<file path="src/rtl/judge_pkg.sv">
// Shared types and constants for the judge result generator and its channel voters.
package judge_pkg;
  localparam int JR_W           = 9;
  localparam int NUM_CH         = 8;
  localparam int BURST_LEN      = 15;
  localparam int JR_HEALTHY_BIT = 8;

  typedef enum logic [1:0] {
    ST_IDLE,
    ST_COLLECT,
    ST_EMIT,
    ST_GAP
  } judge_state_e;
endpackage

</file>
<file path="src/rtl/jr_channel_vote.sv">
// One channel's fault counter with a strict-majority vote against the valid-sample count.
module jr_channel_vote
  import judge_pkg::*;
(
  input  logic       clk,
  input  logic       rstn,
  input  logic       i_clr,
  input  logic       i_inc,
  input  logic [7:0] i_valid_nxt,
  output logic       o_fault
);

  logic [7:0] r_cnt;
  logic [7:0] w_cnt_nxt;

  assign w_cnt_nxt = r_cnt + {7'd0, i_inc};

  always_ff @(posedge clk or negedge rstn) begin
    if (!rstn)      r_cnt <= '0;
    else if (i_clr) r_cnt <= '0;
    else            r_cnt <= w_cnt_nxt;
  end

  // Vote on the post-increment counts so a sample on the final window cycle is included.
  assign o_fault = {w_cnt_nxt, 1'b0} > {1'b0, i_valid_nxt};

endmodule

</file>
<file path="src/rtl/judge_result_generator.sv">
// Windowed per-channel fault voter emitting bursts of 15 result words separated by idle gaps.
//   state   | meaning
//   IDLE    | disabled, counters clear
//   COLLECT | accumulating qualified samples for WINDOW cycles
//   EMIT    | result strobe cycle
//   GAP     | idle cycles after the 15th result of a burst
module judge_result_generator
  import judge_pkg::*;
#(
  parameter int WINDOW = 16,
  parameter int GAP    = 4
) (
  input  logic              clk,
  input  logic              rstn,
  input  logic              enable_i,
  input  logic              flag_valid_i,
  input  logic [NUM_CH-1:0] fault_flag_i,
  output logic [JR_W-1:0]   judge_result_o,
  output logic              judge_result_en_o,
  output logic              busy_o,
  output logic              burst_done_o
);

  localparam logic [7:0] WIN_LD     = 8'(WINDOW - 1);
  localparam logic [7:0] GAP_LD     = 8'(GAP - 1);
  localparam logic [3:0] BURST_LAST = 4'(BURST_LEN);

  judge_state_e      r_state, w_state_nxt;
  logic [7:0]        r_timer;
  logic [7:0]        r_valid_cnt, w_valid_nxt;
  logic [3:0]        r_burst_cnt;
  logic [JR_W-1:0]   r_result, w_word;
  logic              r_en, r_burst_done;
  logic              w_collect, w_last, w_clr, w_burst_end;
  logic [NUM_CH-1:0] w_fault;

  assign w_collect   = enable_i && (r_state == ST_COLLECT);
  assign w_last      = w_collect && (r_timer == '0);
  assign w_clr       = !w_collect;
  assign w_valid_nxt = r_valid_cnt + {7'd0, flag_valid_i};
  assign w_burst_end = (r_state == ST_EMIT) && (r_burst_cnt == BURST_LAST);

  genvar g;
  generate
    for (g = 0; g < NUM_CH; g++) begin : g_vote
      jr_channel_vote u_vote (
        .clk        (clk),
        .rstn       (rstn),
        .i_clr      (w_clr),
        .i_inc      (flag_valid_i & fault_flag_i[g]),
        .i_valid_nxt(w_valid_nxt),
        .o_fault    (w_fault[g])
      );
    end
  endgenerate

  always_comb begin
    w_word                 = '0;
    w_word[NUM_CH-1:0]     = w_fault;
    w_word[JR_HEALTHY_BIT] = (w_valid_nxt != '0) && (w_fault == '0);
  end

  always_comb begin
    w_state_nxt = r_state;
    if (!enable_i) begin
      w_state_nxt = ST_IDLE;
    end else begin
      case (r_state)
        ST_IDLE:    w_state_nxt = ST_COLLECT;
        ST_COLLECT: if (r_timer == '0) w_state_nxt = ST_EMIT;
        ST_EMIT:    w_state_nxt = w_burst_end ? ST_GAP : ST_COLLECT;
        ST_GAP:     if (r_timer == '0) w_state_nxt = ST_COLLECT;
        default:    w_state_nxt = ST_IDLE;
      endcase
    end
  end

  always_ff @(posedge clk or negedge rstn) begin
    if (!rstn) r_state <= ST_IDLE;
    else       r_state <= w_state_nxt;
  end

  // One down-counter serves both the window and the gap; it loads on state entry.
  always_ff @(posedge clk or negedge rstn) begin
    if (!rstn)                                                    r_timer <= '0;
    else if (!enable_i)                                           r_timer <= '0;
    else if (w_state_nxt == ST_COLLECT && r_state != ST_COLLECT)  r_timer <= WIN_LD;
    else if (w_state_nxt == ST_GAP && r_state != ST_GAP)          r_timer <= GAP_LD;
    else if (r_timer != '0)                                       r_timer <= r_timer - 8'd1;
  end

  always_ff @(posedge clk or negedge rstn) begin
    if (!rstn) begin
      r_valid_cnt  <= '0;
      r_burst_cnt  <= '0;
      r_result     <= '0;
      r_en         <= 1'b0;
      r_burst_done <= 1'b0;
    end else begin
      r_valid_cnt  <= w_clr ? '0 : w_valid_nxt;
      r_en         <= w_last;
      r_burst_done <= enable_i && w_burst_end;
      if (w_last) r_result <= w_word;
      if (!enable_i)        r_burst_cnt <= '0;
      else if (w_last)      r_burst_cnt <= r_burst_cnt + 4'd1;
      else if (w_burst_end) r_burst_cnt <= '0;
    end
  end

  assign judge_result_o    = r_result;
  assign judge_result_en_o = r_en;
  assign busy_o            = (r_state != ST_IDLE);
  assign burst_done_o      = r_burst_done;

endmodule

</file>
<file path="config.mk">
export PLATFORM = sky130hd
export DESIGN_NAME = judge_result_generator
export DESIGN_NICKNAME = d
export VERILOG_FILES = /design/src/rtl/judge_pkg.sv /design/src/rtl/jr_channel_vote.sv /design/src/rtl/judge_result_generator.sv
export SDC_FILE = /design/constraint.sdc
export NUM_CORES = 1
export LEC_CHECK = 0
export CAP_MARGIN = 20
export CORE_MARGIN = 1
export CORE_UTILIZATION = 40
export DETAILED_ROUTE_END_ITERATION = 8
export GPL_TIMING_DRIVEN = 0
export PLACE_DENSITY = 0.53
export SLEW_MARGIN = 20
export SYNTH_ARGS = -nofsm -noshare
export SYNTH_HDL_FRONTEND = slang
export SYNTH_HIERARCHICAL = 1
export SYNTH_SLANG_ARGS = --single-unit
</file>
<file path="constraint.sdc">
create_clock -name clk -period 5.8 [get_ports clk]
set_input_delay 1.16 -clock clk [delete_from_list [all_inputs] [get_ports clk]]
set_output_delay 1.16 -clock clk [all_outputs]
set_load 0.005 [all_outputs]
</file>
==> results_dict.tcl <==
set metrics [dict create \
    rsz0062_at_grt "no" \
    fin_nets 772 \
    ys.flop_type "dfrtp_1" \
    syn-num-nets 737 \
    die_w_um 126.6 \
    wirelength_mm 12.69 \
    die_area_um2 16020 \
    r2r_setup_slack_ns 2.08 \
    yosys-top-cells-area "dfrtp_1 (39%), ha_1 (15%), xnor2_1 (5.6%)" \
    finalInstanceArea_um2 7027 \
    async_flop_share_pct 100.0 \
    dr_total_vias 4408 \
    routabilityCongestion 0.7805 \
    dpl-instance-area_um2 6704 \
    final_cells 877 \
    io_buffers 23 \
    synth_xor_area_share_pct 9.151 \
    synthAdderAreaFrac_pct 15.32 \
    n_antenna_cell 0 \
    hold_viol_final 0 \
    grt.overflow.total 0 \
    synth_top_family_by_area "simple AND/OR/NAND/NOR gates" \
    ant_nets 0 \
    holdPathStages 2 \
    crit_fanout 10 \
    yosys.area_share.simple_pct 24.79 \
    grt_max_degree 68 \
    yosysWarnings 6 \
    h-tree-depth 3 \
    clkLatencyLatePin_ns 0.35 \
    post_cts_buffers 0 \
    ir_drop_mv 0.1368 \
    path_cells "clkdlybuf4s50_1 > ha_1 > ha_1 > xor2_1 > inv_1 > ha_1 > o211ai_1 > a21oi_1 > a2111oi_0 > o21ai_0 > nor4_1 > and3_1 > a22o_1" \
    tightest_slew_ns 0.9568 \
    fin_crit_ns 4.988 \
    cts_buffers 9 \
    path_class "input pin to flip-flop" \
    initial_core_util_pct 40.98 \
    drc 0 \
    r2r-end "judge_result_o[8]" \
    antenna_found_initial 0 \
    drt_first_pass_iters 4 \
    rows 45 \
    core_um2 15150 \
    wire_per_inst_um 14.47 \
    power_density_nw_per_um2 228.6 \
    grt_pass1_vias 4562 \
    ff2ff_path_depth 12 \
    min-delay-start "judge_result_o[3]" \
    critPathSlowestCell "xor2_1" \
    ys_types 38 \
    slew_viol_final 0 \
    postSynthAreaPerCell_um2 9.564 \
    layout_setup_ws_ns 0.8119 \
    end_kind "flip-flop" \
    drive_gt1_share_pct 8.418 \
    via_per_inst 5.026 \
    timing.hold.ws_ns 0.4746 \
    maxCapViolations 0 \
    fmax_mhz 200.5 \
    min_path_type "flip-flop to flip-flop" \
    cp.required_ns 6.09 \
    cp_top_family "compound AO/OA/AOI/OAI gates" \
    cts-resized-gates 0 \
    yosysSeqAreaShare_pct 39.11 \
    status "completed" \
    grt_pass1_wl_mm 21.86 \
    placed_cells 861 \
    synth-compound-area-share_pct 6.007 \
    synthCells 649 \
    cts_hold_buf 0 \
    fin_crit_sh_pct 86.00 \
    worstPathArrival_ns 5.28 \
    post-place-ws_ns 0.1908 \
    yosys.area.top_type_share_pct 39.11 \
    max_stage_delay_ns 0.77 \
    first_iter_violations 184 \
    area_growth_pct 13.20 \
    synth-seq-cells 97 \
    cts_sinks 97 \
    io_pins 24 \
    grt_usage_pct 17.45 \
    synthMuxAreaShare_pct 0.8466 \
    finalSetupViolCount 0 \
    relSlewSlack_pct 36.00 \
    cpMostUsedCell "ha_1" \
    syn_area_um2 6207 \
    die_height_um 126.6 \
    whs_endpoint "judge_result_o[3]" \
    yosysTopAreaCell "dfrtp_1" \
    fin_skew_ns 0.008408 \
    clockBufferDepth 2 \
    start_kind "input pin" \
    synth-edff-count 0 \
    r2r-start "r_valid_cnt[0]" \
    dpl.hpwl_mm 8.990 \
    cts_tree "built" \
    path_clk_slew_ns 0.07 \
    n_fill_cell 1423 \
    p_leak_nw 3.143 \
    path_buf_inv 2 \
    final_util_pct 46.39 \
    cts_root_buffer "clkbuf_16" \
]
registers in the layout, indices dropped and copies added, names as in the netlist:
name and flops:
burst_done_o 1, g_vote.u_vote/r_cnt 64, judge_result_en_o 1, r_burst_cnt 4, judge_result_o 9, r_timer 8
r_valid_cnt 8, r_state 2
cells in the mapped netlist, types with 2 or more instances:
cell and instances:
or3b_4 2, nand2b_1 9, a21oi_1 22, mux2_2 2
xor2_1 10, nor4_1 2, inv_1 73, and2b_1 8
and3_1 9, xnor2_1 40, nor3_2 8, nand2_1 62
or3_1 4, xor2_2 8, ha_1 76, nor3_1 4
mux2i_1 3, and4b_1 8, nor2_1 38, nor2b_1 50
dfrtp_1 97, nand3_2 8, o21ai_0 17, nor2_2 8
o211ai_1 9, a2111oi_0 8, clkbuf_1 2, a22o_1 3
nand3_1 37, and2_1 14
metal layers:
| layer | up-vias | share of wire, % | track usage, % |
|---|---|---|---|
| li1 | 2224 | - | - |
| met1 | 2130 | 50 | 22.90 |
| met2 | 40 | 47 | 28.60 |
| met3 | 14 | 2.2 | 3.290 |
| met4 | 0 | 1.5 | 6.591 |
| met5 | - | 0 | 0 |
worst max-delay path by stage:
stage / cells past startpoint / slack [ns] / from / end
2_1_floorplan: 13 / 2.20 / flag_valid_i / judge_result_o[8]
3_3_place_gp: 1 / -0.23 / rstn / g_vote[7].u_vote/r_cnt[4]
3_5_place_dp: 14 / 0.19 / flag_valid_i / judge_result_o[8]
4_1_cts: 14 / 0.52 / flag_valid_i / judge_result_o[8]
5_1_grt: 15 / 0.43 / flag_valid_i / judge_result_o[8]
6_report: 13 / 0.81 / flag_valid_i / judge_result_o[8]
metrics by stage:
stage / total power [mW] / TNS, ns
2_1_floorplan: 0.8751 / 0
3_3_place_gp: 0.9886 / -21.41
3_5_place_dp: 0.9956 / 0
4_1_cts: 1.631 / 0
5_1_grt: 1.685 / 0
6_report: 1.606 / 0
power by group:
| group | switching [mW] | internal, mW | leakage (nW) |
|---|---|---|---|
| registers | 0.0198 | 0.712 | 1.34 |
| clock network | 0.267 | 0.361 | 0.150 |
| logic | 0.121 | 0.125 | 1.66 |
placed cells by master (no fill, tap or decap), types with 9 or more instances in the layout:
| cell type | Yosys | layout |
|---|---|---|
| dfrtp_1 | 97 | 97 |
| ha_1 | 76 | 76 |
| inv_1 | 73 | 72 |
| nand2_1 | 62 | 62 |
| nor2b_1 | 50 | 50 |
| xnor2_1 | 40 | 38 |
| nor2_1 | 38 | 38 |
| nand3_1 | 37 | 37 |
| a21oi_1 | 22 | 22 |
| clkdlybuf4s50_1 | 0 | 22 |
| o21ai_0 | 17 | 17 |
| and2_1 | 14 | 14 |
| xor2_1 | 10 | 10 |
| nand2b_1 | 9 | 9 |
| o211ai_1 | 9 | 9 |
| and3_1 | 9 | 9 |
| clkbuf_16 | 0 | 9 |
worst min-delay path: stages (launching register included):
cell and delay (ns):
dfrtp_1 0.34, nand2_1 0.05, nand2_1 0.05
final cells by class:
type | instances | area [µm²] | share of cell area (%)
multi-input cells | 475 | 3498 | 49.79
flip-flops and latches | 97 | 2427 | 34.54
inverters | 73 | 276.5 | 3.935
clock buffers | 13 | 260.3 | 3.704
repair buffers | 24 | 259.0 | 3.686
well taps | 188 | 235.2 | 3.348
clock inverters | 3 | 47.55 | 0.6766
plain buffers | 4 | 22.52 | 0.3205
cell families after synthesis:
group	after synthesis
simple gates	275
flops	97
buf+inv	77
fa+ha+maj	76
compound gates	61
xor+xnor	58
mux	5
Note: power is estimated with default switching activity, not from simulation.
